[config.mk]
export PLATFORM = sky130hd
export DESIGN_NAME = sprite_motion_ctrl
export DESIGN_NICKNAME = d
export VERILOG_FILES = /design/src/rtl/sprite_pkg.sv /design/src/rtl/sprite_axis_step.sv /design/src/rtl/sprite_motion_ctrl.sv
export SDC_FILE = /design/constraint.sdc
export NUM_CORES = 1
export LEC_CHECK = 0
export ABC_CLOCK_PERIOD_IN_PS = 14360
export CELL_PAD_IN_SITES_DETAIL_PLACEMENT = 0
export CELL_PAD_IN_SITES_GLOBAL_PLACEMENT = 2
export CORE_MARGIN = 2
export CORE_UTILIZATION = 37
export CTS_BUF_LIST = sky130_fd_sc_hd__clkbuf_4
export CTS_CLUSTER_SIZE = 28
export DETAILED_ROUTE_END_ITERATION = 6
export GPL_TIMING_DRIVEN = 0
export PLACE_DENSITY = 0.95
export SYNTH_ARGS = -nofsm -noshare
export SYNTH_HDL_FRONTEND = slang
export SYNTH_SLANG_ARGS = --single-unit
[constraint.sdc]
create_clock -name clk -period 14.36 [get_ports clk]
set_clock_uncertainty 0.05 [all_clocks]
set_input_delay 1.436 -clock clk [delete_from_list [all_inputs] [get_ports clk]]
set_output_delay 1.436 -clock clk [all_outputs]
set_load 0.02 [all_outputs]
[src/rtl/sprite_pkg.sv]
// Shared types for the sprite motion controller: facing codes, motion
// states and the signed per-axis request encoding.
package sprite_pkg;

    typedef enum logic [1:0] {
        DIR_UP    = 2'b00,
        DIR_DOWN  = 2'b01,
        DIR_LEFT  = 2'b10,
        DIR_RIGHT = 2'b11
    } dir_t;

    typedef enum logic [1:0] {
        IDLE   = 2'b00,
        ACCEL  = 2'b01,
        CRUISE = 2'b10
    } motion_state_t;

    // Per-axis request: -1 toward the axis minimum, +1 toward the maximum.
    typedef logic signed [1:0] axis_req_t;

    localparam axis_req_t REQ_NEG  = 2'sb11;
    localparam axis_req_t REQ_NONE = 2'sb00;
    localparam axis_req_t REQ_POS  = 2'sb01;

    // Full request vector, compared tick-to-tick to detect a change of heading.
    typedef struct packed {
        axis_req_t v;
        axis_req_t h;
    } req_vec_t;

    // Active-low button pair to axis request; both or neither pressed cancels.
    function automatic axis_req_t axis_request(input logic neg_n, input logic pos_n);
        case ({neg_n, pos_n})
            2'b01:   return REQ_NEG;
            2'b10:   return REQ_POS;
            default: return REQ_NONE;
        endcase
    endfunction

endpackage

[src/rtl/sprite_axis_step.sv]
// Combinational single-axis position update. Edge behaviour is chosen at
// compile time: SPRITE_WRAP_EN defined snaps to the opposite edge, otherwise
// the coordinate saturates at the legal range.
module sprite_axis_step
    import sprite_pkg::*;
#(
    parameter int COORD_W = 10,
    parameter int SPD_W   = 3
) (
    input  logic [COORD_W-1:0] coord_i,
    input  axis_req_t          req_i,
    input  logic [SPD_W-1:0]   step_i,
    input  logic [COORD_W-1:0] min_i,
    input  logic [COORD_W-1:0] max_i,
    output logic [COORD_W-1:0] next_o
);

    // Signed with headroom so that neither min-step nor max+step can wrap.
    localparam int SUM_W = COORD_W + 2;

    logic signed [SUM_W-1:0] cur_s;
    logic signed [SUM_W-1:0] step_s;
    logic signed [SUM_W-1:0] min_s;
    logic signed [SUM_W-1:0] max_s;
    logic signed [SUM_W-1:0] sum_s;

    // Apply the signed step, then fold the result back into [min, max].
    always_comb begin
        cur_s  = $signed({2'b00, coord_i});
        min_s  = $signed({2'b00, min_i});
        max_s  = $signed({2'b00, max_i});
        step_s = $signed(SUM_W'(step_i));

        if (req_i == REQ_POS) begin
            sum_s = cur_s + step_s;
        end else if (req_i == REQ_NEG) begin
            sum_s = cur_s - step_s;
        end else begin
            sum_s = cur_s;
        end

`ifdef SPRITE_WRAP_EN
        if (sum_s > max_s) begin
            next_o = min_i;
        end else if (sum_s < min_s) begin
            next_o = max_i;
        end else begin
            next_o = sum_s[COORD_W-1:0];
        end
`else
        if (sum_s > max_s) begin
            next_o = max_i;
        end else if (sum_s < min_s) begin
            next_o = min_i;
        end else begin
            next_o = sum_s[COORD_W-1:0];
        end
`endif
    end

endmodule

[src/rtl/sprite_motion_ctrl.sv]
// Sprite position controller: four active-low buttons, motion on frame tick,
// diagonal moves, hold-to-accelerate speed ramp. Edge handling (clamp or wrap)
// is selected by the SPRITE_WRAP_EN macro inside sprite_axis_step.
module sprite_motion_ctrl
    import sprite_pkg::*;
#(
    parameter int COORD_W     = 10,
    parameter int X_MAX       = 640,
    parameter int Y_MAX       = 480,
    parameter int SPRITE_W    = 64,
    parameter int SPRITE_H    = 64,
    parameter int X_MIN       = 1,
    parameter int Y_MIN       = 0,
    parameter int MAX_SPEED   = 4,
    parameter int ACCEL_TICKS = 8,
    localparam int SPD_W      = $clog2(MAX_SPEED + 1)
) (
    input  logic               clk,
    input  logic               reset,
    input  logic               tick,
    input  logic               up_n,
    input  logic               down_n,
    input  logic               left_n,
    input  logic               right_n,
    output logic [COORD_W-1:0] x_coord,
    output logic [COORD_W-1:0] y_coord,
    output logic [1:0]         direction,
    output logic [SPD_W-1:0]   speed,
    output logic               moving
);

    localparam int HC_W = (ACCEL_TICKS > 1) ? $clog2(ACCEL_TICKS) : 1;

    localparam logic [COORD_W-1:0] X_LO = COORD_W'(X_MIN);
    localparam logic [COORD_W-1:0] X_HI = COORD_W'(X_MAX - SPRITE_W);
    localparam logic [COORD_W-1:0] Y_LO = COORD_W'(Y_MIN);
    localparam logic [COORD_W-1:0] Y_HI = COORD_W'(Y_MAX - SPRITE_H);

    motion_state_t      state_q, state_d;
    logic [SPD_W-1:0]   speed_q, speed_d;
    logic [HC_W-1:0]    hcnt_q,  hcnt_d;
    req_vec_t           req_q,   req_d;
    dir_t               dir_q,   dir_d;
    logic [COORD_W-1:0] x_q,     x_d;
    logic [COORD_W-1:0] y_q,     y_d;

    req_vec_t           req_now;
    logic [COORD_W-1:0] x_next;
    logic [COORD_W-1:0] y_next;

    // Decode the buttons into this tick's request vector.
    always_comb begin
        req_now.v = axis_request(up_n, down_n);
        req_now.h = axis_request(left_n, right_n);
    end

    // Speed ramp: restart at 1 on a new heading, step up every ACCEL_TICKS holds.
    always_comb begin
        // NOTE: every combinational output gets a default first so no path leaves it unassigned (no latch).
        state_d = state_q;
        speed_d = speed_q;
        hcnt_d  = hcnt_q;
        if (tick) begin
            if (req_now == '0) begin
                state_d = IDLE;
                speed_d = '0;
                hcnt_d  = '0;
            end else if (state_q == IDLE || req_now != req_q) begin
                state_d = (MAX_SPEED == 1) ? CRUISE : ACCEL;
                speed_d = SPD_W'(1);
                hcnt_d  = '0;
            end else if (state_q == ACCEL) begin
                if (hcnt_q == HC_W'(ACCEL_TICKS - 1)) begin
                    speed_d = speed_q + SPD_W'(1);
                    hcnt_d  = '0;
                    if (speed_d == SPD_W'(MAX_SPEED)) begin
                        state_d = CRUISE;
                    end
                end else begin
                    hcnt_d = hcnt_q + HC_W'(1);
                end
            end
        end
    end

    sprite_axis_step #(.COORD_W(COORD_W), .SPD_W(SPD_W)) u_x_step (
        .coord_i (x_q),
        .req_i   (req_now.h),
        .step_i  (speed_d),
        .min_i   (X_LO),
        .max_i   (X_HI),
        .next_o  (x_next)
    );

    sprite_axis_step #(.COORD_W(COORD_W), .SPD_W(SPD_W)) u_y_step (
        .coord_i (y_q),
        .req_i   (req_now.v),
        .step_i  (speed_d),
        .min_i   (Y_LO),
        .max_i   (Y_HI),
        .next_o  (y_next)
    );

    // Position and facing: move by the freshly computed speed; horizontal wins the facing.
    always_comb begin
        req_d = req_q;
        dir_d = dir_q;
        x_d   = x_q;
        y_d   = y_q;
        if (tick) begin
            req_d = req_now;
            x_d   = x_next;
            y_d   = y_next;
            if (req_now.h == REQ_POS) begin
                dir_d = DIR_RIGHT;
            end else if (req_now.h == REQ_NEG) begin
                dir_d = DIR_LEFT;
            end else if (req_now.v == REQ_NEG) begin
                dir_d = DIR_UP;
            end else if (req_now.v == REQ_POS) begin
                dir_d = DIR_DOWN;
            end
        end
    end

    // State register with synchronous reset; reset wins over a coincident tick.
    always_ff @(posedge clk) begin
        // NOTE: non-blocking assignments so every register samples pre-edge values.
        if (reset) begin
            state_q <= IDLE;
            speed_q <= '0;
            hcnt_q  <= '0;
            req_q   <= '0;
            dir_q   <= DIR_DOWN;
            x_q     <= X_LO;
            y_q     <= Y_LO;
        end else begin
            state_q <= state_d;
            speed_q <= speed_d;
            hcnt_q  <= hcnt_d;
            req_q   <= req_d;
            dir_q   <= dir_d;
            x_q     <= x_d;
            y_q     <= y_d;
        end
    end

    assign x_coord   = x_q;
    assign y_coord   = y_q;
    assign direction = dir_q;
    assign speed     = speed_q;
    assign moving    = (state_q != IDLE);

endmodule

==> run metrics, run 1 <==
port bufs=30; Worst-path clk slew=between 0.1 and 0.15 ns; DRT iter0 DRCs=roughly 120; final WL=between 7 and 8 mm; depth of the CTS H-tree=2; syn_nets=about 380; CP max FO=6; share of cells above drive strength 1=4.92%; leakage=1.27 nW; Avg Inst Size Synth=between 7 and 8 µm²; root buf cell=clkbuf_4; top-count cell post-synth=nor2_1; total gr overflow=0; cell count after synthesis=348; Setup CP Type=in2reg; CTS tree=yes; Max-Cap Viols=0; initial core utilization=approximately 38%; synth top area cells=dfxtp_1 25%, ha_1 11%, nor2_1 5.0%; DRC viols=0; max-slew violations=0; fmax=0.158 GHz; GP Congestion=0.821; fin crit period=6.33 ns; vias in the first global route=2367; synth warn=0; library cells used by synthesis=59; asr flop ratio synth=0%; run status=finished, final reports clean; row count=31; DR vias/cell=5.39; critical path arrival=6.57 ns; Die ar.=8030 µm²; Crit. End Element=register; post-synthesis sequential area ratio=25.1%; FILL cells=759; Hold Path Class=reg2reg; pre-CTS setup slack=between 7 and 8 ns; Placed Cells=478; CTS buffer count=5; synthesized cell area=~2700 µm²; Slowest cell on crit path=a2111oi_0; Nets=420; setup TNS=0 ns; CP max stage delay=0.73 ns; Die H=89.6 µm; largest area contributor in the netlist=dfxtp_1; TritonRoute pass-1 iters=4; fin crit share=between 40 and 50%; area of the multi-input gates=~1900 µm²; pin count of the biggest net entering global routing=11; Synth top area share=25.1%; clock buffer depth=2; GR Util All Layers=19.1%; Synth Register Bits=34; Layout Cells excl Fill=485; worst hold slack=0.445 ns; first-pass GRT wire length=around 12 mm; final hold viol count=0; Worst-Margin Slew=about 0.8 ns; routed via count=2612; EDFF count, synth=0; ant diodes=0; Routed Antenna Nets=0; sequential standard cell area=681 µm²; crit start category=input pin; RSZ-0062 raised after global routing=no; worst setup margin=8.03 ns; Power Dens Cells=74.0 nW/µm²; most frequent cells after synthesis=36 x nor2_1, 34 x dfxtp_1, 33 x nand2_1; Worst-Skew Late Latency=0.35 ns; Rel. slew slack=45.1%; ys flop type=dfxtp_1; initial antenna violation count=0; Setup-failing EPs final=0; total core area=7180 µm²; maximum VDD drop=0.0000402 V; Sink Count=34; CP Buf/Inv Count=3; Cell Chain, Critical Path=clkdlybuf4s50_1 -> inv_1 -> ha_1 -> xnor2_1 -> a2111oi_0 -> buf_1 -> nand4_1 -> nand2_1 -> a21oi_1 -> ha_1 -> fa_1 -> nor2_1 -> nor4_1 -> or3_1 -> a22oi_1 -> nand3_1 -> o21ai_0 -> o311ai_0 -> nand2_1; I/O Pins=33; Worst EP required=roughly 15 ns; Chip Width=89.6 µm; total setup buffers inserted after CTS=0; CTS Hold Bufs=0; Syn-to-layout area delta=17.5%; DR WL/cell=15.0 µm; post-DP HPWL=5.53 mm; CP delay by family, top=compound AO/OA/AOI/OAI gates; PostCTS Resize Cnt=0
[path summary, 6_finish.rpt]
kind | start | to | slack [ns] | cells after the start
worst min-delay path | req_q[0] | req_q[0] | 0.44 | 2
worst min register to register | req_q[0] | req_q[0] | 0.44 | 2
worst max-delay path | left_n | x_coord[0] | 8.03 | 19
worst max register to register | req_q[3] | x_coord[0] | 9.65 | 17
[sequential cells by signal (all words and copies together), names as in the netlist]
| name | cells |
|---|---|
| direction | 2 |
| hcnt_q | 3 |
| req_q | 4 |
| speed | 3 |
| state_q | 2 |
| x_coord | 10 |
| y_coord | 10 |
[per-stage QoR]
| step | power [mW] | util, % | cell area (µm²) |
|---|---|---|---|
| 5_1_grt | 0.252 | 44.4 | 3190 |
| 3_3_place_gp | 0.184 | 43.7 | 3140 |
| 2_1_floorplan | 0.161 | - | 2710 |
| 4_1_cts | 0.238 | 44.4 | 3190 |
| 3_5_place_dp | 0.185 | 43.8 | 3140 |
| 6_report | 0.236 | 44.4 | 3190 |
[logic make-up (layout without fill, tap and decap cells)]
group	after synthesis	in the layout	synth area share [%]
AOI/OAI and AO/OA	92	92	23.3
xor gates and xnor gates	16	16	5.17
adders and majority gates	27	27	13.6
buffers and inverters	36	74	5.12
DFF	34	34	25.1
muxes	7	7	2.68
and+or+nand+nor	136	136	25.1
[routing by layer]
layer	wire length [µm]	track usage, %	vias up	part of all wire [%]
li1	-	-	1324	-
met1	3560	25.5	1232	49
met2	3440	32.1	45	47
met3	208	3.20	11	2.9
met4	85	4.61	0	1.2
met5	0	0	-	0
[power by group]
group	internal, mW	switching, mW	leakage (nW)
sequential	0.0992	0.00597	0.277
combinational	0.0328	0.0456	0.965
clock	0.0176	0.0347	0.0308
[final cells by class]
type	count	area share, %
clock buffer	5	1.18
tap	99	3.89
inverter	20	2.35
buffer	16	2.00
clock inverter	2	0.314
multi-input combinational	278	59.4
timing repair buffer	31	9.54
sequential	34	21.4
[cells in the final DEF, fill, tap and decap left out, types with 3 or more instances in the layout]
master and n:
a21o_1 6, inv_1 20, clkbuf_1 13, a22oi_1 6, a21oi_1 23, xor2_1 5
or3_1 9, nand2b_1 5, fa_1 4, nor2b_1 7, nor3_1 5, nand3_1 13
ha_1 23, xnor2_1 11, buf_1 3, nor2_1 36, nand4_1 4, and3_1 5
nand2_1 33, o211ai_1 3, a32oi_1 5, mux2i_1 5, clkbuf_4 5, dfxtp_1 34
and2_1 4, nor4_1 3, a211oi_1 7, or2_2 3, o21ai_0 15, clkdlybuf4s50_1 30
[tightest hold or removal path: stages (launching register included)]
cell and delay (ns):
dfxtp_1 0.34, nand2_1 0.06, a21oi_1 0.05
Power figures use the tool's default switching activity.
==> run 2, diff against run 1 <==
- ABC_CLOCK_PERIOD_IN_PS: 14360 -> 5300
- CORE_UTILIZATION: 37 -> 31
- PLACE_DENSITY: 0.95 -> 0.89
- clock period: 14.36 -> 5.3 ns (I/O delays scaled with it)
==> run 2 against run 1 <==
Effect of this change:
- final cell count is 1.9% higher
- utilization is 6.5 points lower
- clock power grew to 3.9 times the previous value
- critical path depth stayed put
- via count is 0.61% lower
- sequential power grew to 2.7 times the previous value
- clock-buffer cell count is 2 higher
- global-route usage is 3.0 points lower
- non-clock buffer count is 1 lower
==> run metrics, run 2 (synthesized netlist as in run 1, its figures left out) <==
CP max stage delay=0.51 ns (-0.22 ns); clock buffer depth=2 (unchanged); DR WL/cell=15.4 µm (+2.4%); PostCTS Resize Cnt=2 (+2); vias in the first global route=2548 (+7.6%); Crit. End Element=register; fin crit period=between 4 and 5 ns; CP delay by family, top=simple AND/OR/NAND/NOR gates; Rel. slew slack=56.3% (+11 points); DRC viols=0 (unchanged); DR vias/cell=5.26 (-2.4%); Layout Cells excl Fill=494 (+1.9%); I/O Pins=33 (unchanged); TritonRoute pass-1 iters=4 (unchanged); Nets=419 (-0.24%); Routed Antenna Nets=0 (unchanged); CTS buffer count=5 (unchanged); depth of the CTS H-tree=2 (unchanged); CP Buf/Inv Count=4 (+1); CTS tree=yes; fin crit share=93.9%; Chip Width=97.5 µm (+8.8%); Die ar.=9520 µm² (+18%); Worst-path clk slew=0.11 ns (about the same); share of cells above drive strength 1=5.70% (+0.78 points); Worst EP required=5.54 ns (-9.06 ns); critical path arrival=5.21 ns (-1.36 ns); pin count of the biggest net entering global routing=11 (unchanged); DRT iter0 DRCs=105 (-14%); port bufs=30 (unchanged); Max-Cap Viols=0 (unchanged); total core area=8590 µm² (+20%); Setup-failing EPs final=0 (unchanged); initial antenna violation count=0 (unchanged); post-DP HPWL=5.82 mm (+5.2%); most frequent CP cell=nand2_1; Hold Path Class=reg2reg; GP Congestion=0.852 (+3.8%); max-slew violations=0 (unchanged); final WL=7.61 mm (+4.3%); RSZ-0062 raised after global routing=no; Setup CP Type=in2reg; crit start category=input pin; ant diodes=0 (unchanged); Sink Count=34 (unchanged); first-pass GRT wire length=12.6 mm (+7.4%); Worst-Margin Slew=0.656 ns (-0.147 ns); Worst-Skew Late Latency=0.35 ns (about the same); total gr overflow=0 (unchanged); initial core utilization=31.6% (-6.2 points); routed via count=2596 (-0.61%); Syn-to-layout area delta=20.0%; GR Util All Layers=16.1% (-3.0 points); CP max FO=7 (+1); final hold viol count=0 (unchanged); fmax=about 0.2 GHz; Power Dens Cells=217 nW/µm² (+190%); maximum VDD drop=0.0000996 V (+150%); leakage=1.29 nW (+1.2%); Cell Chain, Critical Path=clkdlybuf4s50_1 -> inv_1 -> ha_1 -> xnor2_1 -> a2111oi_4 -> nand2_1 -> nand2_1 -> nand2_1 -> inv_1 -> ha_1 -> clkbuf_1 -> nor2b_1 -> o211a_1 -> or3_1 -> a22oi_1 -> nor2b_1 -> a31oi_2 -> or3_1 -> o21ai_2; Die H=97.5 µm (+8.8%); root buf cell=clkbuf_4; pre-CTS setup slack=-0.803 ns (-8.54 ns); CTS Hold Bufs=0 (unchanged); worst hold slack=0.438 ns (-0.00707 ns); worst setup margin=0.324 ns (-7.71 ns); Placed Cells=486 (+1.7%); total setup buffers inserted after CTS=0 (unchanged); run status=finished, final reports clean; most common cell after layout, fill and taps aside=nor2_1; most frequent cells in the layout=36 x nor2_1, 34 x dfxtp_1, 33 x nand2_1, 30 x clkdlybuf4s50_1; Slowest cell on crit path=a2111oi_4; row count=34 (+9.7%)
run 2: cell count changes in the layout (fill, tap and decap cells not counted):
cell       delta
bufinv_16     +1
buf_1         -1
nor4_1        -1
clkinv_2      -2
nor4_2        +1
a2111oi_0     -1
a2111oi_4     +1
clkbuf_4      +2
run 2: metrics by stage:
stage / cell area [µm²] / utilization [%] / TNS (ns) / power (mW)
final: 3260 / 37.9 / 0 / 0.707
after global routing: 3260 / 37.9 / 0 / 0.751
after CTS: 3240 / 37.7 / 0 / 0.711
after detailed placement: 3150 / 36.6 / -11.10 / 0.502
after global placement: 3150 / 36.6 / -9.61 / 0.499
after floorplan: 2710 / - / 0 / 0.435
run 2: area by class of cell:
class,count,area [µm²]
clock inverters,1,30.0
clock buffers,7,52.6
repair buffers,30,300
inverters,20,75.1
fillers,927,5340
well taps,108,135
plain buffers,16,63.8
multi-input cells,278,1920
flip-flops and latches,34,681
run 2: final timing paths:
kind / from / endpoint / slack (ns) / cells after the start
min: req_q[0] / req_q[0] / 0.44 / 2
min reg2reg: req_q[0] / req_q[0] / 0.44 / 2
max reg2reg: req_q[3] / x_coord[3] / 1.08 / 17
max: left_n / x_coord[3] / 0.32 / 19
run 2: routing by layer:
layer	vias to the layer above	GRT usage, %	part of all wire, %
met5	-	0	0
met4	0	2.99	0.67
met3	7	2.88	2.8
met2	48	27.1	48
met1	1214	21.7	48
li1	1327	-	-
run 2: report_power, final:
part	switching [mW]	internal, mW
logic	0.126	0.0894
clock network	0.0956	0.110
registers	0.0172	0.269
total	0.239	0.469
run 2: worst reg2reg max path, cell delays in order, from the launching register on:
cell	delay, ns
dfxtp_1	0.34
xnor2_1	0.14
o221ai_1	0.17
a2111oi_4	0.40
nand2_1	0.13
nand2_1	0.11
nand2_1	0.16
inv_1	0.18
ha_1	0.25
clkbuf_1	0.18
nor2b_1	0.21
o211a_1	0.25
or3_1	0.34
a22oi_1	0.33
nor2b_1	0.24
a31oi_2	0.20
or3_1	0.36
o21ai_2	0.11
==> run 3, diff against run 2 <==
- GPL_ROUTABILITY_DRIVEN: not set -> 0
==> results of run 3 <==
Final layout, timing and power as in run 2 (identical DEF).
